**config.mk**
```make
export PLATFORM = sky130hd
export DESIGN_NAME = pipe_decoder
export DESIGN_NICKNAME = d
export VERILOG_FILES = /design/src/rtl/pipe_decoder.sv
export SDC_FILE = /design/constraint.sdc
export NUM_CORES = 1
export LEC_CHECK = 0
export ABC_AREA = 1
export BUFFER_PORTS_ARGS = -buffer_cell sky130_fd_sc_hd__buf_2
export CAP_MARGIN = 20
export CORE_MARGIN = 3
export CORE_UTILIZATION = 52
export DETAILED_ROUTE_END_ITERATION = 10
export GPL_TIMING_DRIVEN = 0
export PLACE_DENSITY = 0.85
export SETUP_SLACK_MARGIN = 0.5
export SKIP_LAST_GASP = 1
export SYNTH_ARGS = -nofsm -noshare
export SYNTH_HDL_FRONTEND = slang
export SYNTH_SLANG_ARGS = --single-unit
```
**constraint.sdc**
```tcl
create_clock -name clk -period 2.89 [get_ports clk]
set_input_delay 0 -clock clk [delete_from_list [all_inputs] [get_ports clk]]
set_output_delay 0 -clock clk [all_outputs]
set_load 0.01 [all_outputs]
```
**src/rtl/pipe_decoder.sv**
```systemverilog
// Registered, flow-controlled decode stage with flush and HALT hold.
// Optional undefined-instruction trap: PIPE_DECODER_ILLEGAL_TRAP_EN.
//
// Ports:
//   clk, rst_n            clock, async active-low reset
//   in_valid/in_ready     fetch handshake; in_inst, in_pc from fetch
//   out_valid/out_ready   downstream handshake for the control bundle
//   dr, sa, sb            dest / source register addresses
//   imm, off              immediate and branch offset
//   mb, md, ld, mw        B mux, mem-to-reg, reg write, mem write
//   fs, bs                ALU function, branch select (100 = none)
//   halt, illegal         bundle is HALT / undefined instruction
//   out_pc                PC of the bundle
//   flush                 kill the held bundle
//   resume, halted        leave / report the HALTED state
module pipe_decoder #(
  parameter int RAW  = 3,
  parameter int PC_W = 16,
  localparam int INST_W = 4 + 3*RAW + 3,
  localparam int IMM_W  = RAW + 3
) (
  input  logic              clk,
  input  logic              rst_n,
  input  logic              in_valid,
  output logic              in_ready,
  input  logic [INST_W-1:0] in_inst,
  input  logic [PC_W-1:0]   in_pc,
  output logic              out_valid,
  input  logic              out_ready,
  output logic [RAW-1:0]    dr,
  output logic [RAW-1:0]    sa,
  output logic [RAW-1:0]    sb,
  output logic [IMM_W-1:0]  imm,
  output logic [IMM_W-1:0]  off,
  output logic              mb,
  output logic              md,
  output logic              ld,
  output logic              mw,
  output logic [2:0]        fs,
  output logic [2:0]        bs,
  output logic              halt,
  output logic              illegal,
  output logic [PC_W-1:0]   out_pc,
  input  logic              flush,
  input  logic              resume,
  output logic              halted
);

`ifdef PIPE_DECODER_ILLEGAL_TRAP_EN
  localparam bit TRAP_EN = 1'b1;
`else
  localparam bit TRAP_EN = 1'b0;
`endif

  typedef enum logic [1:0] {
    RUN,
    HALT_PEND,
    HALTED
  } state_t;

  typedef struct packed {
    logic [RAW-1:0]   dr;
    logic [RAW-1:0]   sa;
    logic [RAW-1:0]   sb;
    logic [IMM_W-1:0] imm;
    logic [IMM_W-1:0] off;
    logic             mb;
    logic             md;
    logic             ld;
    logic             mw;
    logic [2:0]       fs;
    logic [2:0]       bs;
    logic             halt;
    logic             illegal;
  } bundle_t;

  function automatic bundle_t nop_bundle();
    bundle_t b;
    b    = '0;
    b.bs = 3'b100;
    return b;
  endfunction

  state_t          state;
  bundle_t         dec;
  bundle_t         q;
  logic            vq;
  logic [PC_W-1:0] pc_q;
  logic            undef;
  logic            accept;

  logic [3:0]       op;
  logic [RAW-1:0]   rs;
  logic [RAW-1:0]   rt;
  logic [RAW-1:0]   rd;
  logic [2:0]       fn;
  logic [IMM_W-1:0] fimm;

  assign op   = in_inst[INST_W-1 -: 4];
  assign rs   = in_inst[INST_W-5 -: RAW];
  assign rt   = in_inst[INST_W-5-RAW -: RAW];
  assign rd   = in_inst[INST_W-5-2*RAW -: RAW];
  assign fn   = in_inst[2:0];
  assign fimm = in_inst[IMM_W-1:0];

  always_comb begin
    dec   = nop_bundle();
    undef = 1'b0;
    unique case (op)
      4'b0000: dec.halt = (fn == 3'b001);
      4'b0010: begin
        dec.dr  = rt;
        dec.sa  = rs;
        dec.imm = fimm;
        dec.mb  = 1'b1;
        dec.md  = 1'b1;
        dec.ld  = 1'b1;
      end
      4'b0100: begin
        dec.sa  = rs;
        dec.sb  = rt;
        dec.imm = fimm;
        dec.mb  = 1'b1;
        dec.mw  = 1'b1;
      end
      4'b0101, 4'b0110, 4'b0111: begin
        dec.dr  = rt;
        dec.sa  = rs;
        dec.imm = fimm;
        dec.mb  = 1'b1;
        dec.ld  = 1'b1;
        dec.fs  = op[1] ? (op[0] ? 3'b110 : 3'b101)
                        : 3'b000;
      end
      4'b1000, 4'b1001: begin
        dec.sa  = rs;
        dec.sb  = rt;
        dec.imm = fimm;
        dec.off = fimm;
        dec.fs  = 3'b001;
        dec.bs  = {2'b00, op[0]};
      end
      4'b1010, 4'b1011: begin
        dec.sa  = rs;
        dec.mb  = 1'b1;
        dec.off = fimm;
        dec.bs  = {2'b01, op[0]};
      end
      4'b1111: begin
        if (fn == 3'b111) begin
          undef = 1'b1;
        end else begin
          dec.dr  = rd;
          dec.sa  = rs;
          dec.imm = fimm;
          dec.fs  = fn;
          dec.ld  = 1'b1;
          // unary ops (010,011,100) take no B source
          if (fn == 3'b000 || fn == 3'b001 ||
              fn == 3'b101 || fn == 3'b110)
            dec.sb = rt;
        end
      end
      default: undef = 1'b1;
    endcase
    if (TRAP_EN && undef) begin
      dec         = nop_bundle();
      dec.halt    = 1'b1;
      dec.illegal = 1'b1;
    end
  end

  assign in_ready = (state == RUN) & ~flush
                  & (~vq | out_ready);
  assign accept   = in_valid & in_ready;

  always_ff @(posedge clk or negedge rst_n) begin
    if (!rst_n) begin
      state <= RUN;
      vq    <= 1'b0;
      q     <= nop_bundle();
      pc_q  <= '0;
    end else begin
      if (flush) begin
        vq <= 1'b0;
        if (state == HALT_PEND) state <= RUN;
      end else if (accept) begin
        vq   <= 1'b1;
        q    <= dec;
        pc_q <= in_pc;
        if (dec.halt) state <= HALT_PEND;
      end else if (out_ready) begin
        vq <= 1'b0;
        if (state == HALT_PEND && vq) state <= HALTED;
      end
      if (state == HALTED && resume) state <= RUN;
    end
  end

  assign out_valid = vq;
  assign dr        = q.dr;
  assign sa        = q.sa;
  assign sb        = q.sb;
  assign imm       = q.imm;
  assign off       = q.off;
  assign mb        = q.mb;
  assign md        = q.md;
  assign ld        = q.ld;
  assign mw        = q.mw;
  assign fs        = q.fs;
  assign bs        = q.bs;
  assign halt      = q.halt;
  assign illegal   = q.illegal;
  assign out_pc    = pc_q;
  assign halted    = (state == HALTED);

endmodule

```
# After elaboration in Yosys (flattened, before gate mapping)
# Index checks and enable logic that the tools add are counted.
# totals
ff_bits,51
word_cells,89
inputBits,38
out_inout_bits,52
# op_classes
n_reduce_logical,22
n_bitwise,6
n_eq_ne,18
mux,28
# op_table
op,n
case mux 3 bit (2 select lines),4
"== test 4 bit, second input constant",5
"== test 4 x 3 -> 1 bit, second input constant",4
2-to-1 mux 2 bit,8
2-to-1 mux 15 bit,1
OR reduction 7 bit,2
case mux 6 bit (2 select lines),1
"== test 3 bit, second input constant",3
2-to-1 mux 3 bit,3
case mux 3 bit (3 select lines),1
OR reduction 9 bit,1
2-to-1 mux 1 bit,8
nonzero test 4 bit,2
OR reduction 4 bit,2
2-to-1 mux 6 bit,1
OR reduction 3 bit,2
"== test 4 x 2 -> 1 bit, second input constant",1
zero test 4 bit,1
"!= test 4 x 3 -> 1 bit, second input constant",1
AND reduction 4 bit,1
OR reduction 2 bit,2
AND 1 bit,3
"== test 3 x 1 -> 1 bit, second input constant",1
zero test 3 bit,1
other kinds (11),15

# Logic depth before layout (Yosys ltp)
# logic_depth
depth_word,7
depth_mapped,8
mapped_depth_nobuf,8

# Least setup slack after synthesis
# No wires, ideal clock.
# synth_path
path_type,reg-to-reg
startpoint,register state[1]
endpoint,register state[1]
required_ns,2.773
setup_ns,0.117
t_arrival_ns,1.077
stages_incl_launch_ff,8
path_slack_ns,1.696
path_cell_list,dfrtp_1 > nor2_2 > nand3_2 > nor2_4 > buf_4 > nor2_1 > nand4_1 > nand2_1
# synth_via
elab_chain_len,7
word_cells_on_any_way,16
classes_between,eq/ne: 4; mux: 3; bitwise: 3; reduce/logical: 6
# synth_rtl
item,line_no,source
start: declaration,84,state_t state;
start signal: assignment,179,state <= RUN;
start signal: assignment,186,if (state == HALT_PEND) state <= RUN;
start signal: assignment,191,if (dec.halt) state <= HALT_PEND;
zero test 2 bit,173,assign in_ready = (state == RUN) & ~flush
AND 1 bit,173,
AND 1 bit,174,& (~vq | out_ready);
AND 1 bit,175,assign accept = in_valid & in_ready;
2-to-1 mux 2 bit,187,end else if (accept) begin
2-to-1 mux 2 bit,184,if (flush) begin
2-to-1 mux 2 bit,196,if (state == HALTED && resume) state <= RUN;
# Parallel ways exist; a longest one is shown, timed or not.
# A chain may end at the register's enable or synchronous reset.

# Final worst setup path
# layout_path
startpoint,register state[1]
endpoint,"register q, in the netlist fs[1]"
# layout_via
elab_chain_len,5
# layout_rtl
item,line_no,source
zero test 2 bit,173,
AND 1 bit,173,
AND 1 bit,174,
AND 1 bit,175,
AND reduction 2 bit (no line),--,
end signal: assignment,181,q <= nop_bundle();
end: declaration,86,bundle_t q;
# No other way between the ends.

==> results.ini <==
[yosys]
synth_fp_nets = 316
synthMuxAreaShare = 0
synth_common_cells = nand2_1, dfrtp_1, nor2_1, o21ai_1, inv_1
synth_most_common_cell = nand2_1
yosys.area_share.simple = 0.3057
synth_top_family_by_area = simple AND/OR/NAND/NOR gates
synth_xor_area_frac = 0.003863
yosys_warnings = 0
synth_edf_count = 0
synthAdderAreaFrac = 0
synth_largest_area_cell = dfrtp_1
synth_ff_type = dfrtp_1
synth-seq-cells = 51
syn_area_per_cell_sq_um = 8.155
ys_top_cells_by_area = dfrtp_1, nand2_1, o21ai_1, nor2_1, inv_1
ys_seq_area_frac = 0.5635
synthesis.area_sq_mm = 0.002267
synth_cells = 278
synth_compound_area_frac = 0.06788
ys_types = 26
synthArstFlopShare = 1.000
yosysTopAreaCellShare = 0.5519

[sta]
setup_tns_ns = 0
rsz0062_at_grt = no
finalMaxSlewViolations = 0
slew_headroom = 0.6542
period_share = 0.4967
finClkSkew_ns = 0.007967
max_freq_ghz = 0.6967
hold_viol_final = 1
timing.final.crit_period_ns = 1.435
fin_ws_ns = 1.455
worst_pin_slew_ns = 0.5187
setup_viol = 0
holdWs_ns = -0.002746

[clock_tree]
h-tree-depth = 2
clk_latency_ns = 0.31
cts_num_sinks = 51
cts_buffer_depth = 2
cts_tree = done
cts_made_buffers = 5
clockRootBuffer = clkbuf_8
clkTransAtPathRegs_ns = 0.09
cts_setup_buffers = 0

[finish]
diodes = 0
final_cell_count_no_fill = 452
syn_to_final_growth_pct = 38.74
drive_gt1_frac = 0.2910
finalInstanceArea_sq_mm = 0.003146
nets = 439

[die]
die_y_microns = 72.03
io_pins = 90
dieArea_sq_mm = 0.005188
initial_core_util = 0.5509
row_count = 23
die_w_microns = 72.03
core-area_sq_mm = 0.004115

[routing]
ant_nets = 0
dr.pass1.iters = 4
wl_mm = 6.350
routedWlPerCell_microns = 14.05
num_vias = 2266
drtIter0Drc = 219
drc_errors = 0
viasPerCell = 5.013

[power]
swShare = 0.3522
power_frac_comb = 0.327
p_sw_w = 0.0007321
intPower_w = 0.001347
power.leakage_nw = 1.799
power_frac_seq = 0.479
irDropWorstVdd_mv = 0.3998
clock_power_share = 0.194
power.density_mw_per_mm2 = 661.0

[critical_path]
worstSetupPathType = flip-flop to flip-flop
start_kind = flip-flop
cp-end-kind = flip-flop
max_stage_delay_ns = 0.44
critPathMaxFanout = 10
cp-endpoint = fs[1]
critPathRequiredTime_ns = 3.07
r2r_cells = 5
regToRegSetupSlack_ns = 1.45
cp-startpoint = state[1]
crit_arrival_ns = 1.62
worstPathCellList = nor2_2 -> nand4_2 -> clkbuf_1 -> nand2_1 -> o21ai_1
rr_startpoint = state[1]
critPathSlowestCell = dfrtp_1
r2r_end = fs[1]

[global_route]
grt_pass1_vias = 2219
grt_max_degree = 52
use_met3 = 0.04986
overflow = 0
grt_pass1_wl_mm = 10.12
grt_busiest_layer = met2
grt.met2_usage = 0.4112
met1_usage = 0.3168
grt_usage = 0.2518
antenna_found_initial = 0

[hold_path]
min_path_type = input pin to flip-flop

[status]
violations = negative hold slack
status = finished, violations left

[placement]
io_buffers = 88
pre_cts_slack_ns = 1.470
dp.cells = 416
hpwl_mm = 4.280
dpl_cell_area_sq_mm = 0.002770
gp_congestion = 0.8126

[job]
cap_violations = 0

critical path: cells and delay by family (launching register included):
kind | cells | cell delay, ns
simple gates | 3 | 0.51
flops | 1 | 0.44
buf+inv | 1 | 0.29
compound gates | 1 | 0.07
cells by family (layout without fill, tap and decap cells):
kind of cell,count (synthesis),in the layout
AO/OA/AOI/OAI,28,28
XOR/XNOR,1,1
buffers and inverters,31,155
flip-flops,51,51
other,1,1
AND/OR/NAND/NOR,166,166
metal layers:
layer  vias up  wire (microns)
met3        20             344
met5         -               0
met2        86            3197
met1      1043            2594
met4         0             214
li1       1117               -
metrics by stage:
step / total power, W / utilization
5_1_grt: 0.002202 / 0.7644
4_1_cts: 0.002073 / 0.7595
3_3_place_gp: 0.001619 / 0.6732
6_report: 0.002079 / 0.7644
3_5_place_dp: 0.001647 / 0.6732
2_1_floorplan: 0.001344 / -
layout by cell type (no fill, tap or decap), drive strengths merged:
cell | synthesis | final
a21oi | 1 | 1
a31oi | 2 | 2
buf | 7 | 96
clkbuf | 3 | 9
clkinv | 0 | 1
clkinvlp | 0 | 1
conb | 1 | 1
dfrtp | 50 | 50
dfstp | 1 | 1
dlygate4sd3 | 0 | 27
inv | 21 | 21
nand2 | 125 | 125
nand3 | 9 | 9
nand4 | 6 | 6
nor2 | 24 | 24
nor3 | 2 | 2
o211ai | 1 | 1
o21a | 2 | 2
o21ai | 22 | 22
xor2 | 1 | 1
what timing repair did:
item / CTS / global route
hold buffers: 27 / 0
hold endpoints to repair: 79 / 0
resized for setup: 0 / 0
power groups by stage:
stage / sequential [W] / combinational (W) / clock (W)
CTS: 0.000994 / 0.000671 / 0.000407
floorplan: 0.00109 / 0.000252 / 0
detailed placement: 0.00100 / 0.000642 / 0
finish: 0.000997 / 0.000679 / 0.000403
global route: 0.00102 / 0.000751 / 0.000433
global placement: 0.000998 / 0.000621 / 0
registers in the layout, indices dropped and copies added (netlist names), 2 cells and up:
signal,flops
fs,3
state,2
sa,3
out_pc,16
off,6
dr,3
imm,6
bs,3
sb,3
layout make-up:
| class | instances | area, sq um |
|---|---|---|
| buffer | 10 | 51.30 |
| clock buffer | 6 | 72.57 |
| clock inverter | 2 | 12.51 |
| fill | 310 | 969.7 |
| inverter | 21 | 78.83 |
| multi-input combinational | 196 | 859.6 |
| sequential | 51 | 1277 |
| tap | 50 | 62.56 |
| timing repair buffer | 116 | 730.7 |
how the worst min path moves through the flow:
stage                 from  depth (start not counted)  slack (ns)        end
4_1_cts        in_inst[10]                          5       0.001      sa[1]
3_3_place_gp      in_pc[0]                          3        0.19  out_pc[0]
2_1_floorplan        rst_n                          0       -0.30      bs[0]
6_report       in_inst[10]                          5      -0.003      sa[1]
3_5_place_dp      in_pc[3]                          3        0.20  out_pc[3]
5_1_grt        in_inst[12]                          3        0.02      bs[0]
Power figures use the tool's default switching activity.
